<file path="config.mk">
export PLATFORM = sky130hd
export DESIGN_NAME = mem_ctrl
export DESIGN_NICKNAME = d
export VERILOG_FILES = /design/src/rtl/mem_ctrl.sv
export SDC_FILE = /design/constraint.sdc
export NUM_CORES = 1
export LEC_CHECK = 0
export ABC_AREA = 0
export CORE_AREA = 2 2 140 142
export CTS_CLUSTER_SIZE = 16
export DETAILED_ROUTE_END_ITERATION = 8
export DIE_AREA = 0 0 142 144
export PLACE_DENSITY = 0.92
export SLEW_MARGIN = 0
export SYNTH_ARGS = -nofsm -noshare
export SYNTH_HDL_FRONTEND = slang
export SYNTH_SLANG_ARGS = --single-unit
</file>
<file path="constraint.sdc">
create_clock -name clk -period 10.8 [get_ports clk]
set_input_delay 1.62 -clock clk [delete_from_list [all_inputs] [get_ports clk]]
set_output_delay 1.62 -clock clk [all_outputs]
set_load 0.02 [all_outputs]
</file>
<file path="src/rtl/mem_ctrl.sv">
// Byte-wide unified RAM controller shared by the instruction fetcher and the LSB.
// Serialises 1/2/4-byte accesses into byte transfers and assembles little-endian words.
module mem_ctrl (
  input  logic        clk,
  input  logic        rst,
  input  logic        ena,
  input  logic        in_rollback,
  input  logic        in_fetch_req,
  input  logic [31:0] in_fetch_addr,
  output logic        out_fetch_done,
  output logic [31:0] out_fetch_inst,
  input  logic        in_ls_req,
  input  logic        in_ls_we,
  input  logic [1:0]  in_ls_len,
  input  logic [31:0] in_ls_addr,
  input  logic [31:0] in_ls_wdata,
  output logic        out_ls_done,
  output logic [31:0] out_ls_rdata,
  input  logic [7:0]  in_mem_din,
  output logic [7:0]  out_mem_dout,
  output logic [31:0] out_mem_a,
  output logic        out_mem_wr
);

  typedef enum logic [1:0] {IDLE, FETCH, LOAD, STORE} state_t;

  state_t      state;
  logic [2:0]  step;
  logic [2:0]  len;
  logic [31:0] base;
  logic [31:0] wdata;
  logic [31:0] rbuf;
  logic        fetch_done_q;
  logic        ls_done_q;
  logic        ls_done_store;
  logic        last_ls;
  logic        mem_wr_q;

  logic [2:0]  nxt;
  logic [1:0]  bidx;
  logic [31:0] rbuf_nxt;
  logic [31:0] step_addr;
  logic [2:0]  ls_n;
  logic        fetch_ok;
  logic        ls_ok;
  logic        grant_ls;
  logic        grant_fetch;

  // step counts edges since the grant; a read byte arrives two edges after its address
  always_comb begin
    nxt       = step + 3'd1;
    bidx      = nxt[1:0] - 2'd2;
    rbuf_nxt  = rbuf;
    rbuf_nxt[{bidx, 3'b000} +: 8] = in_mem_din;
    step_addr = base + {29'd0, nxt};
    case (in_ls_len)
      2'b00:   ls_n = 3'd1;
      2'b01:   ls_n = 3'd2;
      default: ls_n = 3'd4;
    endcase
    fetch_ok    = in_fetch_req & ~fetch_done_q & ~in_rollback;
    ls_ok       = in_ls_req & ~ls_done_q & (in_ls_we | ~in_rollback);
    grant_ls    = ls_ok & (~fetch_ok | ~last_ls);
    grant_fetch = fetch_ok & ~grant_ls;
  end

  assign out_mem_wr     = mem_wr_q & ena;
  assign out_fetch_done = fetch_done_q & ~in_rollback;
  assign out_ls_done    = ls_done_q & (ls_done_store | ~in_rollback);

  always_ff @(posedge clk or posedge rst) begin
    if (rst) begin
      state          <= IDLE;
      step           <= '0;
      len            <= '0;
      base           <= '0;
      wdata          <= '0;
      rbuf           <= '0;
      fetch_done_q   <= 1'b0;
      ls_done_q      <= 1'b0;
      ls_done_store  <= 1'b0;
      last_ls        <= 1'b0;
      mem_wr_q       <= 1'b0;
      out_mem_a      <= '0;
      out_mem_dout   <= '0;
      out_fetch_inst <= '0;
      out_ls_rdata   <= '0;
    end else if (ena) begin
      fetch_done_q <= 1'b0;
      ls_done_q    <= 1'b0;
      case (state)
        IDLE: begin
          if (grant_ls) begin
            base      <= in_ls_addr;
            len       <= ls_n;
            wdata     <= in_ls_wdata;
            step      <= '0;
            rbuf      <= '0;
            out_mem_a <= in_ls_addr;
            last_ls   <= 1'b1;
            if (in_ls_we) begin
              state        <= STORE;
              mem_wr_q     <= 1'b1;
              out_mem_dout <= in_ls_wdata[7:0];
            end else begin
              state <= LOAD;
            end
          end else if (grant_fetch) begin
            base      <= in_fetch_addr;
            len       <= 3'd4;
            step      <= '0;
            rbuf      <= '0;
            out_mem_a <= in_fetch_addr;
            last_ls   <= 1'b0;
            state     <= FETCH;
          end
        end
        FETCH, LOAD: begin
          if (in_rollback) begin
            state <= IDLE;
          end else begin
            step <= nxt;
            if (nxt < len) out_mem_a <= step_addr;
            if (nxt >= 3'd2) rbuf <= rbuf_nxt;
            if (nxt == len + 3'd1) begin
              state <= IDLE;
              if (state == FETCH) begin
                fetch_done_q   <= 1'b1;
                out_fetch_inst <= rbuf_nxt;
              end else begin
                ls_done_q     <= 1'b1;
                ls_done_store <= 1'b0;
                out_ls_rdata  <= rbuf_nxt;
              end
            end
          end
        end
        STORE: begin
          // stores ignore rollback: they are already committed
          step <= nxt;
          if (nxt < len) begin
            out_mem_a    <= step_addr;
            out_mem_dout <= wdata[{nxt[1:0], 3'b000} +: 8];
          end else begin
            mem_wr_q      <= 1'b0;
            ls_done_q     <= 1'b1;
            ls_done_store <= 1'b1;
            state         <= IDLE;
          end
        end
        default: state <= IDLE;
      endcase
    end
  end

endmodule

</file>
# [Yosys cells after proc, flatten, opt, wreduce, memory -nomap -nowiden]
# Index checks and enable logic that the tools add are counted.
# W data, S select, Z words.
[word_totals] mem_count=0 inputBits=113 mem_bits_rw=0 latchBits=0 mem_bits_ro=0 word_cells=125 output_inout_bits=107 ff_bits=213
[op_classes] mul=0 add_sub_neg=5 eq_ne=15 n_bitwise=19 n_shift=3 n_div=0 n_reduce_logical=17 n_mux=49 order_cmp=2
[ops] operator="$mux W32" count=8
[ops] operator="$pmux W32 S3" count=1
[ops] operator="$pmux W32 S2" count=1
[ops] operator="$add A32 B3 Y32" count=1
[ops] operator="$bwmux W32" count=1
[ops] operator="$shift A8 B7 Y32 const A" count=1
[ops] operator="$shiftx A32 B6 Y8" count=1
[ops] operator="$shiftx A8 B7 Y32" count=1
[ops] operator="$reduce_and A5 Y1" count=5
[ops] operator="$mux W8" count=3
[ops] operator="$mux W1" count=18
[ops] operator="$ne A2 B2 Y1 const B" count=8
[ops] operator="$pmux W8 S2" count=1
[ops] operator="$mux W3" count=5
[ops] operator="$mux W2" count=5
[ops] operator="$and A1 B1 Y1" count=9
[ops] operator="$pmux W3 S3" count=1
[ops] operator="$reduce_and A3 Y1" count=3
[ops] operator="$reduce_bool A2 Y1" count=4
[ops] operator="$neg A5 Y7" count=1
[ops] operator="$not A1 Y1" count=7
[ops] operator="$add A3 B1 Y3 const B" count=2
[ops] operator="$ne A3 B3 Y1 const B" count=2
[ops] operator="$pmux W1 S2" count=3
[ops] operator="other kinds (13)" count=18

# [Depth between registers and ports, before layout]
[logic_depth] ltp_word=11 ltp_mapped=10 ltp_nobuf=10

# [Worst setup path after synthesis]
# OpenSTA, ideal clock, no wires.
[synth_timing] path_type="in2out" from="in in_rollback" to="out out_ls_done" required_time_ps=9180 path_slack_ps=7072 n_path_buf=0 arrival_time_ps=2108 path_stages=1 cell_sequence="a21boi_0"
[synth_between] elab_chain_cells=3
[synth_rtl] element="from (decl)" line_no="7" rtl="input logic in_rollback,"
[synth_rtl] element="$not A1 Y1 (no source line)"
[synth_rtl] element="$or A1 B1 Y1" line_no="69" rtl="assign out_ls_done = ls_done_q & (ls_done_store | ~in_rollback);"
[synth_rtl] element="$and A1 B1 Y1" line_no="69"
[synth_rtl] element="to (decl)" line_no="17" rtl="output logic out_ls_done,"
# No other way between the ends.

# [Final worst setup path]
[layout_timing] from="in ena" to="out out_mem_wr"
[layout_between] elab_chain_cells=1
[layout_rtl] element="from (decl)" line_no="6" rtl="input logic ena,"
[layout_rtl] element="$and A1 B1 Y1" line_no="67" rtl="assign out_mem_wr = mem_wr_q & ena;"
[layout_rtl] element="to (decl)" line_no="22" rtl="output logic out_mem_wr"
# No other way between the ends.

==> flow_summary.yaml <==
sta:
  maxSlewViolCount: 0
  tns_ps: 0
  holdWs_ps: 476.8
  tightest_slew_ps: 1164
  fin_crit_sh_pct: 44.04
  final-setup-viol-count: 0
  rsz0062_at_grt: "no"
  finalCriticalPeriod_ps: 4757
  hold_violations: 0
  skew_ps: 11.57
  relSlewSlack_pct: 22.40
  fmax_mhz: 210.2
route:
  drt_pass1_iterations: 5
  drt_iter0_drc: 619
  ant_nets: 0
  vias: 8263
  drc: 0
  totalWireLength_um: 24770
  vias_per_cell: 5.572
  routedWlPerCell_um: 16.70
synthesis:
  ys_types: 55
  syn_inst: 1047
  synthTopCellsByArea: "dfrtp_1 (52%), nand2_1 (7.3%), a21oi_1 (5.0%)"
  synth_seq_cells: 213
  yosys.area.top_type: "dfrtp_1"
  synthXorXnorAreaFrac_pct: 2.730
  synth_ff_type: "dfrtp_1"
  synth_top_family_by_area: "simple AND/OR/NAND/NOR gates"
  synthArstFlopShare_pct: 100.0
  synthAdderAreaFrac_pct: 2.154
  synth_edf_count: 0
  synth.area.mux_share_pct: 6.733
  synth_compound_gate_area_share_pct: 14.75
  yosys_warnings: 0
  mappedNetlistNets: 1177
  synth-simple-area-share_pct: 17.64
  ys_seq_area_share_pct: 52.15
  synth_top_area_share_pct: 52.15
  syn_avg_cell_area_um2: 9.762
  syn-cell-area_um2: 10220
power_and_ir_drop:
  clockPowerShare_pct: 19.2
  p_sw_share_pct: 38.84
  intPower_uw: 2407
  leakagePower_uw: 0.005893
  irDropWorstVdd_uv: 152.4
  share_comb_of_total_power_pct: 45.1
  p_sw_uw: 1528
  p_per_area_nw_per_um2: 298.1
  power_frac_seq_pct: 35.7
clocking:
  cts_tree: "done"
  cts_root_buffer: "clkbuf_16"
  cts_max_level: 1
  cts_setup_buffers: 0
  clkSlewWorstSetupHoldPaths_ps: 60
  insertion_delay_ps: 500
  clockBufferDepth: 3
  hold_buffers: 0
  ctsResizeCount: 0
  numCtsBuffers: 22
  clock_sinks: 213
floorplan:
  ios: 220
  die_w_um: 142
  initial_core_util_pct: 53.57
  dieArea_um2: 20450
  die_h_um: 144
  coreArea_um2: 19080
  num_rows: 51
setup_path:
  cp-end-kind: "output port"
  path_class: "input port to output port"
  start_kind: "input port"
  critPathArrivalTime_ps: 3140
  cpMaxStageDelayCell: "clkdlybuf4s50_1"
  timing.critical_path.buf_inv: 2
  cp.required_ps: 9180
  crit_top_cell: "clkdlybuf4s50_1"
  slowest_delay_ps: 730
  path_delay_family: "buffers and inverters"
  worstPathCellList: "clkdlybuf4s50_1 -> and2_1 -> clkdlybuf4s50_1"
  path_max_fanout: 13
grt:
  grt_pass1_vias: 8133
  grt_overflow: 0
  grt_use_total_pct: 24.42
  grt_pass1_wl_um: 40480
  grt_start_max_net_pins: 124
  grt_antenna_before_repair: 0
run_status:
  status: "complete, no violations"
placement:
  hpwl_um: 17290
  portBuffers: 219
  globalplace.congestion: 0.8288
job:
  drv_cap: 0
finish:
  mostFrequentLayoutCell: "clkdlybuf4s50_1"
  diodes: 0
  drive_gt1_share_pct: 8.193
  mostFrequentLayoutCells: "clkdlybuf4s50_1 (219), dfrtp_1 (213), nand2_1 (198)"
  area_growth_syn_to_layout_pct: 29.13
  num-nets-final: 1361
worst_hold_path:
  holdCritPathClass: "flip-flop to flip-flop"
==> Yosys cell counts (2+ instances only) <==
cell,number
nand2_1,198
o22ai_1,6
a21oi_1,102
xnor2_1,19
nand3_1,24
a21boi_0,2
nor3_1,6
mux2_2,22
ha_1,16
and2_1,2
a22o_1,34
and4_1,3
nand4_1,5
mux4_2,8
nor2b_1,39
a21oi_2,8
inv_1,21
o221a_1,2
buf_6,4
nor3_2,3
a221o_1,2
xor2_1,11
a31oi_1,2
mux2i_1,26
buf_2,17
buf_1,10
buf_4,5
clkbuf_1,29
o221a_2,6
a21o_1,3
dfrtp_1,213
o21ai_0,67
and3_1,14
nor2_1,93
nand2b_1,5
==> metrics by stage <==
step / power (uW) / area, um^2 / utilization (%) / setup WS (ps) / std cells
finish: 3935 / 13200 / 69.18 / 6043 / 1483
global route: 4196 / 13200 / 69.18 / 5990 / 1483
CTS: 3956 / 13200 / 69.18 / 6053 / 1483
detailed placement: 3187 / 12470 / 65.36 / 6061 / 1445
global placement: 3110 / 12470 / 65.36 / 6069 / 1445
floorplan: 2479 / 10220 / - / 3357 / 1047
==> kinds of logic after synthesis <==
| kind of cell | count (synthesis) |
|---|---|
| and+or+nand+nor | 401 |
| AOI/OAI and AO/OA | 243 |
| DFF | 213 |
| buffers and inverters | 86 |
| muxes | 56 |
| xor gates and xnor gates | 31 |
| adders and majority gates | 17 |
==> cell type report <==
| class | count | area, um^2 |
|---|---|---|
| well taps | 238 | 297.8 |
| inverters | 21 | 86.33 |
| repair buffers | 225 | 2237 |
| clock buffers | 34 | 676.9 |
| multi-input cells | 748 | 4519 |
| clock inverters | 4 | 51.30 |
| flip-flops and latches | 213 | 5330 |
| fillers | 1391 | 5881 |
==> registers in the layout, indices dropped and copies added (netlist names) <==
signal / cells
last_ls: 1
len: 3
mem_wr_q: 1
wdata: 32
step: 3
out_mem_a: 32
ls_done_store: 1
out_mem_dout: 8
ls_done_q: 1
base: 32
state: 2
out_fetch_inst: 32
out_ls_rdata: 32
rbuf: 32
fetch_done_q: 1
==> worst paths after layout <==
path / to / depth (start not counted) / slack [ps] / from
min: wdata[11] / 2 / 480 / wdata[11]
max: out_mem_wr / 3 / 6040 / ena
min reg2reg: wdata[11] / 2 / 480 / wdata[11]
min in group asynchronous: out_mem_a[4] / 2 / 1700 / rst
max in group asynchronous: out_ls_rdata[0] / 3 / 7450 / rst
max reg2reg: out_mem_a[28] / 9 / 6530 / step[0]
==> power by group through the flow <==
stage	Clock [uW]	Sequential [uW]	Combinational, uW
CTS	765	1400	1790
finish	756	1400	1770
global placement	0	1390	1720
detailed placement	0	1410	1780
global route	801	1450	1950
floorplan	0	1580	897
==> worst min-delay path: cells and delay by family, from the launching register on <==
kind / cells / cell delay (ps)
and+or+nand+nor: 2 / 100
DFF: 1 / 340
==> layer usage <==
| metal | vias up | global-route usage (%) | wire [um] | share of wire (%) |
|---|---|---|---|---|
| met4 | 0 | 7.368 | 665 | 2.7 |
| met2 | 278 | 42.38 | 12260 | 50 |
| met3 | 47 | 3.709 | 1333 | 5.4 |
| met1 | 3989 | 31.91 | 10500 | 42 |
| met5 | - | 0 | 0 | 0 |
| li1 | 3949 | - | - | - |
(Power assumes the default switching activity.)
